<file path="config.mk">
export PLATFORM = sky130hd
export DESIGN_NAME = alarm_zone_controller
export DESIGN_NICKNAME = d
export VERILOG_FILES = /design/src/rtl/alarm_pkg.sv /design/src/rtl/input_debouncer.sv /design/src/rtl/alarm_zone_controller.sv
export SDC_FILE = /design/constraint.sdc
export NUM_CORES = 1
export LEC_CHECK = 0
export ABC_AREA = 0
export ABC_CLOCK_PERIOD_IN_PS = 2740
export BUFFER_PORTS_ARGS = -buffer_cell sky130_fd_sc_hd__buf_2
export CAP_MARGIN = 10
export CORE_MARGIN = 5
export CORE_UTILIZATION = 40
export CTS_BUF_LIST = sky130_fd_sc_hd__clkbuf_8
export DETAILED_ROUTE_END_ITERATION = 10
export SETUP_SLACK_MARGIN = 0.02
export SLEW_MARGIN = 40
export SYNTH_ARGS = -nofsm -noshare
export SYNTH_HDL_FRONTEND = slang
export SYNTH_SLANG_ARGS = --single-unit
</file>
<file path="constraint.sdc">
create_clock -name clk -period 2.74 [get_ports clk]
set_input_delay 0 -clock clk [delete_from_list [all_inputs] [get_ports clk]]
set_output_delay 0 -clock clk [all_outputs]
set_load 0.05 [all_outputs]
</file>
<file path="src/rtl/alarm_pkg.sv">
// Shared state encoding, zone/pin indices and helpers for the alarm zone controller.
// Pure declarations; no logic, no latency, no flow control.
package alarm_pkg;

  typedef enum logic [2:0] {
    ST_DISARMED    = 3'd0,
    ST_EXIT_DELAY  = 3'd1,
    ST_ARMED       = 3'd2,
    ST_ENTRY_DELAY = 3'd3,
    ST_ALARM       = 3'd4
  } alarm_state_e;

  localparam int NUM_ZONES   = 3;
  localparam int ZONE_DOOR   = 0;
  localparam int ZONE_WINDOW = 1;
  localparam int ZONE_MOTION = 2;

  typedef logic [NUM_ZONES-1:0] zone_t;

  // Raw pin ordering inside the conditioned input vector.
  localparam int NUM_PINS   = 5;
  localparam int PIN_ARM    = 0;
  localparam int PIN_DOOR   = 1;
  localparam int PIN_WINDOW = 2;
  localparam int PIN_MOTION = 3;
  localparam int PIN_RESET  = 4;

  function automatic logic [23:0] max_delay(input logic [23:0] a, input logic [23:0] b);
    return (a > b) ? a : b;
  endfunction

endpackage

</file>
<file path="src/rtl/input_debouncer.sv">
// Two-flop synchroniser plus stable-count debounce for one raw pin.
// Pin-to-output latency 2 + DEBOUNCE_CYCLES; no backpressure, ena low freezes every flop.
module input_debouncer
  import alarm_pkg::*;
#(
  parameter logic [15:0] DEBOUNCE_CYCLES = 16'd50000
) (
  input  logic clk,
  input  logic rst_n,
  input  logic ena,
  input  logic pin_in,
  output logic db_out
);

  localparam int CW = (DEBOUNCE_CYCLES > 16'd1) ? $clog2(DEBOUNCE_CYCLES) : 1;
  localparam logic [CW-1:0] CNT_LAST = CW'(DEBOUNCE_CYCLES - 16'd1);

  logic          sync1_q, sync1_d;
  logic          sync2_q, sync2_d;
  logic          db_q, db_d;
  logic [CW-1:0] cnt_q, cnt_d;

  // The counter only runs while the synchronised pin disagrees with the
  // debounced value, so any return to agreement restarts the stability window.
  always_comb begin
    sync1_d = pin_in;
    sync2_d = sync1_q;
    db_d    = db_q;
    cnt_d   = '0;
    if (sync2_q != db_q) begin
      if (cnt_q == CNT_LAST) begin
        db_d = sync2_q;
      end else begin
        cnt_d = cnt_q + 1'b1;
      end
    end
  end

  always_ff @(posedge clk or negedge rst_n) begin
    if (!rst_n) begin
      sync1_q <= 1'b0;
      sync2_q <= 1'b0;
      db_q    <= 1'b0;
      cnt_q   <= '0;
    end else if (ena) begin
      sync1_q <= sync1_d;
      sync2_q <= sync2_d;
      db_q    <= db_d;
      cnt_q   <= cnt_d;
    end
  end

  assign db_out = db_q;

endmodule

</file>
<file path="src/rtl/alarm_zone_controller.sv">
// Conditions alarm pins and runs the exit/entry-delay arming FSM with registered status flags.
// Flags change 1 cycle after a debounced input change; no backpressure, ena low holds all state.
module alarm_zone_controller
  import alarm_pkg::*;
#(
  parameter logic [15:0] DEBOUNCE_CYCLES = 16'd50000,
  parameter logic [23:0] EXIT_DELAY      = 24'd250000,
  parameter logic [23:0] ENTRY_DELAY     = 24'd250000
) (
  input  logic       clk,
  input  logic       rst_n,
  input  logic       ena,
  input  logic       arm_in,
  input  logic       door_in,
  input  logic       window_in,
  input  logic       motion_in,
  input  logic       reset_in,
  output logic       armed,
  output logic       exit_pending,
  output logic       entry_pending,
  output logic       alarm_active,
  output logic [2:0] zone_latched
);

  localparam logic [23:0] MAX_DELAY = max_delay(EXIT_DELAY, ENTRY_DELAY);
  localparam int CW = $clog2({1'b0, MAX_DELAY} + 25'd1);
  localparam logic [CW-1:0] EXIT_LOAD  = CW'(EXIT_DELAY - 24'd1);
  localparam logic [CW-1:0] ENTRY_LOAD = CW'(ENTRY_DELAY - 24'd1);

  logic [NUM_PINS-1:0] raw;
  logic [NUM_PINS-1:0] db;

  assign raw[PIN_ARM]    = arm_in;
  assign raw[PIN_DOOR]   = door_in;
  assign raw[PIN_WINDOW] = window_in;
  assign raw[PIN_MOTION] = motion_in;
  assign raw[PIN_RESET]  = reset_in;

  for (genvar i = 0; i < NUM_PINS; i++) begin : g_cond
    input_debouncer #(
      .DEBOUNCE_CYCLES(DEBOUNCE_CYCLES)
    ) u_debouncer (
      .clk   (clk),
      .rst_n (rst_n),
      .ena   (ena),
      .pin_in(raw[i]),
      .db_out(db[i])
    );
  end

  zone_t sens;
  logic  instant_trip;
  logic  reset_req;

  assign sens[ZONE_DOOR]   = db[PIN_DOOR];
  assign sens[ZONE_WINDOW] = db[PIN_WINDOW];
  assign sens[ZONE_MOTION] = db[PIN_MOTION];
  assign instant_trip      = db[PIN_WINDOW] | db[PIN_MOTION];
  assign reset_req         = db[PIN_RESET];

  alarm_state_e  state_q, state_d;
  logic [CW-1:0] cnt_q, cnt_d;
  zone_t         zone_q, zone_d;
  logic          armed_q, armed_d;
  logic          exit_pending_q, exit_pending_d;
  logic          entry_pending_q, entry_pending_d;
  logic          alarm_active_q, alarm_active_d;

  always_comb begin
    state_d = state_q;
    cnt_d   = cnt_q;
    zone_d  = zone_q;
    if (!db[PIN_ARM]) begin
      state_d = ST_DISARMED;
      cnt_d   = '0;
      zone_d  = '0;
    end else begin
      case (state_q)
        ST_DISARMED: begin
          state_d = ST_EXIT_DELAY;
          cnt_d   = EXIT_LOAD;
        end
        ST_EXIT_DELAY: begin
          if (cnt_q == '0) begin
            state_d = ST_ARMED;
          end else begin
            cnt_d = cnt_q - 1'b1;
          end
        end
        ST_ARMED: begin
          // A held manual reset suppresses trips so a clear cannot re-trip instantly.
          if (!reset_req) begin
            if (instant_trip) begin
              state_d = ST_ALARM;
              zone_d  = sens;
            end else if (sens[ZONE_DOOR]) begin
              state_d = ST_ENTRY_DELAY;
              cnt_d   = ENTRY_LOAD;
              zone_d  = sens;
            end
          end
        end
        ST_ENTRY_DELAY: begin
          if (reset_req) begin
            state_d = ST_ARMED;
            cnt_d   = '0;
            zone_d  = '0;
          end else begin
            zone_d = zone_q | sens;
            if (instant_trip || (cnt_q == '0)) begin
              state_d = ST_ALARM;
            end else begin
              cnt_d = cnt_q - 1'b1;
            end
          end
        end
        ST_ALARM: begin
          if (reset_req) begin
            state_d = ST_ARMED;
            zone_d  = '0;
          end else begin
            zone_d = zone_q | sens;
          end
        end
        default: begin
          state_d = ST_DISARMED;
          cnt_d   = '0;
          zone_d  = '0;
        end
      endcase
    end
  end

  // Flags are decoded from the next state so they are registered alongside it.
  always_comb begin
    armed_d         = state_d inside {ST_ARMED, ST_ENTRY_DELAY, ST_ALARM};
    exit_pending_d  = (state_d == ST_EXIT_DELAY);
    entry_pending_d = (state_d == ST_ENTRY_DELAY);
    alarm_active_d  = (state_d == ST_ALARM);
  end

  always_ff @(posedge clk or negedge rst_n) begin
    if (!rst_n) begin
      state_q         <= ST_DISARMED;
      cnt_q           <= '0;
      zone_q          <= '0;
      armed_q         <= 1'b0;
      exit_pending_q  <= 1'b0;
      entry_pending_q <= 1'b0;
      alarm_active_q  <= 1'b0;
    end else if (ena) begin
      state_q         <= state_d;
      cnt_q           <= cnt_d;
      zone_q          <= zone_d;
      armed_q         <= armed_d;
      exit_pending_q  <= exit_pending_d;
      entry_pending_q <= entry_pending_d;
      alarm_active_q  <= alarm_active_d;
    end
  end

  assign armed         = armed_q;
  assign exit_pending  = exit_pending_q;
  assign entry_pending = entry_pending_q;
  assign alarm_active  = alarm_active_q;
  assign zone_latched  = zone_q;

endmodule

</file>
# Word level (Yosys, flattened, before mapping)

Cells that the tools add are included.

$add $sub $neg: 6
Equal/unequal tests: 26
Muxes and demuxes: 33
Bitwise operators: 2
Reduce and logical (&&, ||, !) cells: 13

Operators with widths:

| cell                                                                  | number |
|---|---|
| 16-bit 2-to-1 mux                                                     | 10 |
| 18-bit 2-to-1 mux                                                     | 7 |
| 18-bit case mux with 5 select lines                                   | 1 |
| 16-bit by 1-bit adder with 16-bit output, second input constant       | 5 |
| 16-bit equality test, second input constant                           | 5 |
| 3-bit 2-to-1 mux                                                      | 13 |
| 18-bit zero test                                                      | 1 |
| 18-bit by 1-bit subtractor with 18-bit output, second input constant  | 1 |
| 3-bit case mux with 5 select lines                                    | 1 |
| 3-bit AND reduction                                                   | 5 |
| 3-bit by 2-bit equality test with 1-bit output, second input constant | 4 |
| 3-bit != test, second input constant                                  | 3 |
| 3-bit case mux with 3 select lines                                    | 1 |
| 4-bit by 3-bit != test with 1-bit output, second input constant       | 2 |
| 7-bit AND reduction                                                   | 1 |
| 3-bit by 1-bit equality test with 1-bit output, second input constant | 2 |
| 3-bit equality test, second input constant                            | 2 |
| 1-bit != test                                                         | 5 |
| 2-bit != test, second input constant                                  | 2 |
| 4-bit AND reduction                                                   | 1 |
| 2-bit OR reduction                                                    | 2 |
| 3-bit zero test                                                       | 1 |
| 3-bit by 2-bit != test with 1-bit output, second input constant       | 1 |
| 3-bit OR                                                              | 1 |
| other kinds (3)                                                       | 3 |

Flip-flop bits (word level): 123
Bits of input ports: 8
Output and inout bits: 7
Logic and storage cells: 107

# Logic depth before layout (Yosys ltp)

Gate-level depths: netlist of the first run.

Depth in word-level cells: 8
Gate-level depth with buffers: 9

# Cells and area by module

From an unflattened synthesis of the first run, not the netlist that was laid out.

Cell total of the unflattened synthesis: 792
Area, all modules: 7319.5 µm²

By module, submodules not included:

| module                                       | times used | cells an instance | area each (µm²) | sequential area each (µm²) |
|---|---|---|---|---|
| input_debouncer at g_cond[0].u_debouncer ... | 4          | 117               | 1116.1          | 475.5 |
| alarm_zone_controller                        | 1          | 209               | 1773.0          | 700.7 |
| input_debouncer at g_cond[4].u_debouncer     | 1          | 115               | 1082.3          | 475.5 |

# Worst setup path before layout of the first run

OpenSTA, ideal clock, no wires.

Path type: register to register
From: register cnt_q[0]
To: register cnt_q[14]
Data arrival time: 1.960 ns
Data required time: 2.595 ns
Path slack: 0.635 ns
Cell stages (with the launch flop): 10
Cells stage by stage: dfrtp_1 inv_1 ha_1 or3b_2 nor3_2 and3_1 buf_4 o21a_1 buf_6 o211ai_1

Cells in the longest elaborated chain, start to end: 5
Elaborated cells on any way between the ends: 11
Those cells by class: add/sub (1); eq/ne (2); mux (5); reduce/logical (3)

Ends and longest elaborated chain:

| what                                          | line                                                      | RTL |
|---|---|---|
| start, declared                               | alarm_zone_controller.sv:62                               | `logic [CW-1:0] cnt_q, cnt_d;` |
| start signal, assigned                        | alarm_zone_controller.sv:153                              | `cnt_q <= cnt_d;` |
| 18-bit by 1-bit subtractor with 18-bit output | alarm_zone_controller.sv:87, alarm_zone_controller.sv:113 |  |
| 18-bit 2-to-1 mux                             | alarm_zone_controller.sv:110                              | `if (instant_trip \|\| (cnt_q == '0)) begin` |
| 18-bit 2-to-1 mux                             | alarm_zone_controller.sv:104                              | `if (reset_req) begin` |
| 18-bit case mux with 5 select lines           | alarm_zone_controller.sv:78                               | `case (state_q)` |
| 18-bit 2-to-1 mux                             | alarm_zone_controller.sv:73                               | `if (!db[PIN_ARM]) begin` |

Parallel ways exist; a longest one is shown, timed or not. The select of a mux whose other input is x is not followed.
A chain may end at the register's enable or synchronous reset.

# Final worst setup path of the first run

Same ends and word-level chain as after synthesis.

==> metrics, run 1 <==
die width=138.2 um; final setup TNS=0 ns; wire length on met1=about 6900 um; CTS Buf Count=17; Netlist Area Pre-Place=6576 um2; Final Cycle Share=92.71%; total length of routed met2 wires=a little under 7000 um; clk buf depth=2; hold path depth=2; all-layer global routing usage=between 10% and 20%; post-detail-place hpwl=approximately 10000 um; Post-Route Skew=approximately 0.013 ns; DR iter-0 viols=308; Yosys reg bits=between 100 and 150; Die Height=around 140 um; Startpoint Class=register; crit-path cells=inv_1 -> ha_1 -> or3b_2 -> nor3_2 -> and3_1 -> o21a_1 -> o211ai_1; clock sinks=around 120; ant diodes=0; Synth Net Count=698; routed len/inst=~15 um; hold-fix buffer count after cts=6; Final Cell Area=7401 um2; worst slew pin tran=0.7288 ns; Placement Setup Slack=between 0.2 and 0.25 ns; HP Class=in -> reg; Clock transition at path regs=about 0.08 ns; metal3 WL=between 600 and 700 um; Hold Crit Start=ena; Async S/R FF share, synth=100.0%; synth top area cells=dfrtp_1 (47%), nor2_1 (4.6%), nand2_1 (4.0%), xnor2_1 (3.5%), xor2_1 (3.5%); PwrDens=~530 nW/um2; # IOs=15; outcome=completed; IO Port Bufs=14; Detail Route Antenna Nets=0; # DRC=0; RSZ-0062 raised after global routing=no; DRT Pass-1 Iters=5; post-synth top area share=around 47%; peak supply drop=347.9 uV; worst reg2reg path depth=7; Placer Congestion=approximately 0.9; Core ar.=roughly 16000 um2; crit-path max FO=9; Initial Utilization=between 40% and 50%; worst r2r src=cnt_q[0]; CTS Root Cell=clkbuf_8; final critical-path required period=between 2 and 3 ns; Synth area leader=dfrtp_1; largest net degree at the start of global routing=50; CP Class=reg -> reg; FP Rows=46; Fin. Hold Viols=0; count of cell types in the netlist=68; post-synthesis sequential area ratio=a little under half; Final setup viols=0; via count of the first global-routing pass=around 5300; # resized after CTS=0; htree depth=4; Worst-Skew Late Latency=0.45 ns; GRT Residual Overflow=0; arrival time worst endpoint=about 2.8 ns; Avg Inst Size Synth=between 9 and 10 um2; Via density=approximately 5.6; Fmax=a little under 400 MHz; Crit. End Element=register; Cell Area, Placed=6917 um2; WP data required=a little over 3 ns; worst r2r dst=cnt_q[14]; max-cap check violation count=0; layout cells sized above 1=13.87%; Post-synth EDFFs=0; worst setup margin=~0.2 ns; Synth Flop Type=dfrtp_1; R2R setup slack=around 0.20 ns; via count=~5200; Largest stage delay, worst path=0.49 ns; Max Slew Vio Count=0; Nets=729; top sig layer=met4; CP max stage cell=or3b_2; Pleak=between 0.003 and 0.004 uW; first-pass GRT wire length=between 20000 and 25000 um; CP startpoint=cnt_q[0]; area grow syn2layout=12.54%; Syn Inst Count=684; die area=around 19000 um2; Synth Warn #=0; initial antenna violation count=0; hold endpoint=state_q[1]; fin util=46.25%; post-CTS setup buffer count=0; max_slew headroom=50.97%; Total Wirelength=14500 um; CTS tree=yes
-- cells by family (layout without fill, tap and decap cells) --
group,count (synthesis),count (layout),synth area share [%]
DFF,123,123,46.80
adders and majority gates,6,6,1.142
buffers and inverters,45,89,3.253
AOI/OAI and AO/OA,124,124,12.61
xor gates and xnor gates,52,52,6.925
and+or+nand+nor,312,312,25.63
muxes,22,22,3.634
-- worst max path at each step --
stage | end | slack, ns | depth (start not counted)
floorplan | cnt_q[14] | 0.64 | 9
global placement | cnt_q[14] | 0.39 | 7
detailed placement | cnt_q[14] | 0.23 | 7
CTS | cnt_q[14] | 0.22 | 7
global route | cnt_q[6] | 0.04 | 8
finish | cnt_q[14] | 0.20 | 7
-- worst max-delay path, delay by kind of cell (launching register included) --
kind | cells | cell delay (ns)
flip-flops | 1 | 0.41
AO/OA/AOI/OAI | 2 | 0.53
buffers and inverters | 1 | 0.11
AND/OR/NAND/NOR | 3 | 1.11
adder cells (fa/ha/maj) | 1 | 0.23
-- cell usage after synthesis (4+ instances only) --
cell,instances
a31oi_1,15
nand4b_1,5
buf_6,4
nand3_1,29
o31ai_1,5
nor3b_1,4
clkbuf_1,14
or4_1,6
nor3_1,13
or4b_2,6
a21oi_1,14
nor2_1,80
or3_1,4
mux2_2,15
o211ai_1,16
dfrtp_1,123
nor4b_1,4
and2_1,6
xnor2_1,26
nand2_1,70
o2bb2ai_1,7
ha_1,6
nand2b_1,10
inv_1,21
xor2_1,26
nand4_1,18
nor4_1,14
mux2i_1,7
o21ai_0,35
and3_1,12
-- through the flow --
step	instances	hold slack (ns)	power (uW)
CTS	944	0.03577	4001
global placement	906	0.03990	2243
floorplan	684	-0.2956	2149
detailed placement	906	0.04793	2254
global route	944	0.04558	4134
finish	944	0.04626	3952
-- state kept, by name, summed over array words and instances (netlist names) --
register and cells:
armed 1, g_cond.u_debouncer.sync2_q 5, g_cond.u_debouncer.sync1_q 5, exit_pending 1, state_q 3, alarm_active 1
zone_latched 3, g_cond.u_debouncer.db_out 5, g_cond.u_debouncer.cnt_q 80, entry_pending 1, cnt_q 18
-- final cells by class --
type,instances,area (um2)
Clock buffer,17,234.0
Clock inverter,15,190.2
Fill cell,1546,8600
Inverter,21,78.83
Multi-Input combinational cell,516,3284
Sequential cell,123,3078
Tap cell,216,270.3
Timing Repair Buffer,36,265.3
-- power by group --
group,total [uW],switching (uW),internal [uW]
sequential,1930,59.9,1870
combinational,290,176,113
clock,1730,814,916
total,3950,1050,2900
-- cells in the final DEF (no fill, tap or decap), types with 13 or more instances in the layout --
cell type / instances
nor3_1: 13
nor2_1: 80
nand3_1: 29
a21oi_1: 14
a31oi_1: 15
mux2_2: 15
dfrtp_1: 123
nand4_1: 18
xnor2_1: 26
o21ai_0: 35
nor4_1: 14
clkbuf_8: 17
inv_1: 21
nand2_1: 70
buf_4: 16
o211ai_1: 16
xor2_1: 26
buf_2: 13
-- routing by layer --
metal	GRT usage (%)	vias up
met5	0	-
met4	6.344	0
met3	4.000	24
met2	24.72	120
met1	20.48	2564
li1	-	2541
(Power assumes the default switching activity.)
==> inputs of run 2 (changes only) <==
- SYNTH_HIERARCHICAL: not set -> 1
- TNS_END_PERCENT: not set -> 20
==> metrics, run 2 <==
max_slew headroom=53.10% (+2.1 points); routed len/inst=16.39 um (+6.7%); Fmax=403.3 MHz (+2.4%); Post-synth EDFFs=0 (unchanged); worst r2r src=cnt_q[4]; CP max stage cell=or4_1; footprint of the multi-input gates=3815 um2 (+16%); most frequent cell after synthesis=dfrtp_1; Most flops, register=g_cond.u_debouncer/cnt_q; Final Cell Area=7961 um2 (+7.6%); Crit. End Element=register; htree depth=4 (unchanged); Cell Area, Placed=7531 um2 (+8.9%); Max Slew Vio Count=0 (unchanged); XOR/XNOR share of the synthesized area=0.7179% (-6.2 points); compound-gate portion of the synthesized area=20.94% (+8.3 points); clock share of power=38.8% (-5.0 points); CTS Buf Count=17 (unchanged); Post-Route Skew=0.01287 ns (+0.00005840 ns); proportion of synthesized area in mux cells=3.197% (-0.44 points); Fin. Hold Viols=0 (unchanged); synth top area cells=dfrtp_1 (42%), a31oi_1 (5.8%), or3_1 (2.9%), nand2_1 (2.8%), o21ai_0 (2.6%); Clock transition at path regs=0.07 ns (about the same); Final Cycle Share=90.50% (-2.2 points); DR iter-0 viols=444 (+44%); initial antenna violation count=0 (unchanged); Async S/R FF share, synth=100.0% (unchanged); Syn Inst Count=792 (+16%); Hold Crit Start=ena; ant diodes=0 (unchanged); commonest cells after routing, fill and taps aside=dfrtp_1 (123), a31oi_1 (68), nand2_1 (54); # IOs=15 (unchanged); FP Rows=49 (+6.5%); Core ar.=17960 um2 (+12%); PwrDens=493.8 nW/um2 (-7.5%); Avg Inst Size Synth=9.242 um2 (-3.9%); Synth Warn #=6 (+6); Comb pwr share=10.3% (+3.0 points); # DRC=0 (unchanged); Switching Fraction=27.74% (+1.2 points); post-synth top area share=42.05% (-4.8 points); adder-cell area share of the yosys netlist=1.026% (-0.12 points); Synth Flop Type=dfrtp_1; Synth area leader=dfrtp_1; layout cells sized above 1=13.31% (-0.57 points); via count of the first global-routing pass=6051 (+14%); clk buf depth=2 (unchanged); worst slew pin tran=0.6948 ns (-0.03404 ns); all-layer global routing usage=16.13% (+0.53 points); CP Class=reg -> reg; largest net degree at the start of global routing=55 (+10%); worst reg2reg path depth=6 (-1); GRT Residual Overflow=0 (unchanged); Yosys reg bits=123 (unchanged); post-detail-place hpwl=11490 um (+15%); post-synthesis sequential area ratio=42.05% (-4.8 points); Largest stage delay, worst path=0.67 ns (+0.18 ns); Sequential Power Share=50.9% (+2.0 points); Startpoint Class=register; CTS tree=yes; Final setup viols=0 (unchanged); final critical-path required period=2.480 ns (-0.06055 ns); arrival time worst endpoint=2.85 ns (about the same); max-cap check violation count=0 (unchanged); WP data required=3.11 ns (+0.07 ns); DRT Pass-1 Iters=5 (unchanged); hold endpoint=exit_pending; hold slack=0.06404 ns (+0.01778 ns); Netlist Area Pre-Place=7320 um2 (+11%); Die Height=145.3 um (+5.1%); Placement Setup Slack=0.1792 ns (-0.05322 ns); Via density=6.179 (+11%); Nets=806 (+11%); area grow syn2layout=8.769%; Placer Congestion=0.8350 (-5.8%); peak supply drop=281.1 uV (-19%); HP Class=in -> reg; Worst-Skew Late Latency=0.45 ns (about the same); RSZ-0062 raised after global routing=no; hold path depth=2 (unchanged); IO Port Bufs=14 (unchanged); via count=6383 (+22%); Commonest cells post-synth=dfrtp_1 (123), a31oi_1 (68), nand2_1 (54), o21ai_0 (38), nand3_1 (37); FF+latch area=3078 um2 (unchanged); worst setup margin=0.2604 ns (+0.06055 ns); crit-path max FO=14 (+5); Total Wirelength=16930 um (+17%); R2R setup slack=0.26 ns (+0.06 ns); final setup TNS=0 ns (unchanged); clock sinks=123 (unchanged); top flop regs=g_cond.u_debouncer/cnt_q: 80 flops, cnt_q: 18 flops; outcome=completed; simple-gate share of the synthesized area=26.19% (+0.56 points); CTS Root Cell=clkbuf_8; worst r2r dst=cnt_q[0]; Pleak=0.003298 uW (+4.3%); die width=145.3 um (+5.1%); max reg flops=80 (unchanged); Detail Route Antenna Nets=0 (unchanged); Filler Cells Inserted=1701 (+10%); Synth Net Count=806 (+15%); count of cell types in the netlist=74 (+8.8%); first-pass GRT wire length=29320 um (+18%); Internal Pwr Total=2841 uW (-2.1%); die area=21100 um2 (+10%); Initial Utilization=40.75% (-0.35 points); main combinational cell family by area after synthesis=simple AND/OR/NAND/NOR gates; crit-path cells=or4_1 -> or4_4 -> nor4_4 -> buf_4 -> a2111oi_0 -> a21oi_2; leading cell type in the layout, fill and taps excluded=dfrtp_1; Switching Power=1091 uW (+3.8%)
run 2: cell count changes in the layout (fill, tap and decap cells not counted), moves of 16 or more:
cell	delta
a31oi_1	+53
nor2_1	-44
inv_1	+17
xor2_1	-21
nor3_1	+16
or3_1	+30
nand2_1	-16
a21oi_1	+20
xnor2_1	-25
o211ai_1	-16
run 2: metrics by stage:
stage	util (%)	instances	power, uW
2_1_floorplan	-	792	2296
3_3_place_gp	41.92	996	2409
3_5_place_dp	41.92	996	2433
4_1_cts	44.30	1033	3987
5_1_grt	44.32	1033	4131
6_report	44.32	1033	3931
run 2: logic make-up after synthesis:
kind of cell | count (synthesis)
AO/OA/AOI/OAI | 228
AND/OR/NAND/NOR | 316
flip-flops | 123
buffers and inverters | 91
multiplexers | 22
XOR/XNOR | 6
adder cells (fa/ha/maj) | 6
run 2: worst max path at each step:
stage | slack (ns) | endpoint | from
6_report | 0.26 | cnt_q[0] | cnt_q[4]
5_1_grt | 0.13 | cnt_q[0] | cnt_q[4]
4_1_cts | 0.18 | cnt_q[6] | cnt_q[4]
3_5_place_dp | 0.18 | cnt_q[6] | cnt_q[0]
3_3_place_gp | 0.34 | cnt_q[9] | cnt_q[4]
2_1_floorplan | 0.33 | cnt_q[15] | cnt_q[4]
run 2: power groups by stage:
stage | Combinational [uW] | Clock [uW] | Sequential [uW]
3_3_place_gp | 384 | 0 | 2020
6_report | 405 | 1530 | 2000
3_5_place_dp | 401 | 0 | 2030
5_1_grt | 458 | 1660 | 2010
2_1_floorplan | 287 | 0 | 2010
4_1_cts | 409 | 1580 | 2000
run 2: critical path: cells and delay by family, from the launching register on:
family,cells,cell delay [ns]
flip-flops,1,0.45
AO/OA/AOI/OAI,2,0.23
AND/OR/NAND/NOR,3,1.47
buffers and inverters,1,0.25
run 2: timing repair:
action                                  in CTS  in global routing
resized for setup                            0                  1
endpoints found under the hold margin       53                  0
hold buffers                                 6                  0
setup buffers                                0                  0
endpoints found under the setup margin       0                  2
run 2: cell type report:
cell class	instances	area share, %
Clock buffer	17	2.939
Clock inverter	14	1.666
Inverter	36	1.697
Multi-Input combinational cell	578	47.92
Sequential cell	123	38.66
Tap cell	229	3.599
Timing Repair Buffer	36	3.520
run 2: layer usage:
layer  vias up  global-route usage, %  wire, um
met5         -                      0         0
met4         0                  4.804       192
met3        18                  3.742       670
met2       153                  26.15      8202
met1      3153                  21.59      7865
li1       3059                      -         -
==> inputs of run 3 (changes only) <==
- ABC_CLOCK_PERIOD_IN_PS: 2740 -> 2500
- clock period: 2.74 -> 2.5 ns (I/O delays scaled with it)
==> metrics, run 3 (synthesized netlist as in run 2, its figures left out) <==
clock sinks=123 (unchanged); clk buf depth=2 (unchanged); # IOs=15 (unchanged); all-layer global routing usage=16.21% (+0.085 points); Via density=6.149 (-0.49%); leading cell type in the layout, fill and taps excluded=dfrtp_1; Max Slew Vio Count=0 (unchanged); outcome=completed; # DRC=0 (unchanged); Post-Route Skew=0.01173 ns (-0.001132 ns); Detail Route Antenna Nets=0 (unchanged); max-cap check violation count=0 (unchanged); die width=145.3 um (unchanged); IO Port Bufs=14 (unchanged); via count=6395 (+0.19%); FF+latch area=3078 um2 (unchanged); R2R setup slack=0.1 ns (-0.16 ns); Total Wirelength=16990 um (+0.34%); initial antenna violation count=0 (unchanged); DRT Pass-1 Iters=5 (unchanged); worst slew pin tran=0.6427 ns (-0.05203 ns); Fmax=416.6 MHz (+3.3%); WP data required=2.80 ns (-0.31 ns); max reg flops=80 (unchanged); Worst-Skew Late Latency=0.43 ns (-0.02 ns); CTS Root Cell=clkbuf_8; htree depth=4 (unchanged); Startpoint Class=register; Final Cell Area=8010 um2 (+0.61%); commonest cells after routing, fill and taps aside=dfrtp_1 (123), a31oi_1 (68), nand2_1 (54); ant diodes=0 (unchanged); CP Class=reg -> reg; DR iter-0 viols=428 (-3.6%); Filler Cells Inserted=1727 (+1.5%); Final setup viols=0 (unchanged); Crit. End Element=register; first-pass GRT wire length=29530 um (+0.71%); footprint of the multi-input gates=3811 um2 (about the same); Pleak=0.003335 uW (+1.1%); arrival time worst endpoint=2.70 ns (-0.15 ns); Most flops, register=g_cond.u_debouncer/cnt_q; routed len/inst=16.33 um (-0.34%); Final Cycle Share=96.01% (+5.5 points); Clock transition at path regs=0.08 ns (about the same); via count of the first global-routing pass=6247 (+3.2%); PwrDens=524.9 nW/um2 (+6.3%); Placer Congestion=0.8828 (+5.7%); post-detail-place hpwl=11600 um (+1.0%); FP Rows=49 (unchanged); area grow syn2layout=9.436%; top flop regs=g_cond.u_debouncer/cnt_q: 80 flops, cnt_q: 18 flops; crit-path max FO=9 (-5); Initial Utilization=40.75% (unchanged); Die Height=145.3 um (unchanged); final setup TNS=0 ns (unchanged); peak supply drop=440.3 uV (+57%); HP Class=in -> async; Fin. Hold Viols=0 (unchanged); Core ar.=17960 um2 (unchanged); CTS tree=yes; layout cells sized above 1=13.44% (+0.13 points); die area=21100 um2 (unchanged); max_slew headroom=56.61% (+3.5 points); CTS Buf Count=17 (unchanged); largest net degree at the start of global routing=61 (+11%); final critical-path required period=2.400 ns (-0.07934 ns); Cell Area, Placed=7589 um2 (+0.76%); RSZ-0062 raised after global routing=yes; Nets=813 (+0.87%); GRT Residual Overflow=0 (unchanged)
[run 3: cell count changes in the layout (fill, tap and decap cells not counted), sizes merged]
cell,change
buf,+6
clkinv,-3
clkbuf,+2
dlygate4sd3,+1
bufinv,-1
inv,+2
[run 3: final cells by class]
type / count / share of cell area [%]
well taps: 229 / 3.577
clock inverters: 12 / 1.078
inverters: 36 / 1.687
clock buffers: 19 / 3.265
flip-flops and latches: 123 / 38.43
multi-input cells: 578 / 47.58
repair buffers: 43 / 4.389
[run 3: repair_timing]
item,in CTS,in global routing
setup buffers,0,0
gates resized for setup,0,1
endpoints found under the hold margin,136,0
hold buffers,7,0
setup endpoints to repair,0,8
[run 3: where the power goes]
group          total [uW]  internal (uW)  switching [uW]
Combinational         452            177             275
Clock                1560            807             755
Sequential           2190           2080             112
Total                4200           3060            1140
[run 3: final timing paths]
check,start,endpoint,cells after the start
setup / recovery,cnt_q[5],cnt_q[15],6
min in group clk,window_in,g_cond[2].u_debouncer/sync1_q,3
max in group asynchronous,rst_n,cnt_q[16],3
hold / removal,rst_n,g_cond[0].u_debouncer/cnt_q[6],2
hold reg to reg,g_cond[1].u_debouncer/sync1_q,g_cond[1].u_debouncer/sync2_q,1
setup reg to reg,cnt_q[5],cnt_q[15],6
[run 3: stage by stage]
| stage | std cells | hold WS (ns) | utilization (%) | power [uW] | setup slack [ns] |
|---|---|---|---|---|---|
| floorplan | 792 | -0.2956 | - | 2516 | 0.09453 |
| global placement | 1002 | -0.05971 | 42.24 | 2650 | 0.1693 |
| detailed placement | 1002 | -0.05602 | 42.24 | 2673 | 0.1175 |
| CTS | 1040 | 0.009431 | 44.57 | 4277 | 0.08791 |
| global route | 1040 | 0.04247 | 44.59 | 4438 | 0.001327 |
| finish | 1040 | 0.02599 | 44.59 | 4205 | 0.09976 |
[run 3: worst max-delay path, stage by stage, from the launching register on]
cell and delay (ns):
dfrtp_1 0.43, or4_1 0.62, or4_4 0.56, nor4_4 0.26, or2_1 0.19, buf_12 0.15, o31ai_2 0.07
[run 3: layer usage]
metal	vias up	global-route usage, %	part of all wire, %
met3	26	2.993	3.7
met1	3127	21.42	47
met4	0	5.737	1.7
li1	3089	-	-
met2	153	26.73	48
met5	-	0	0
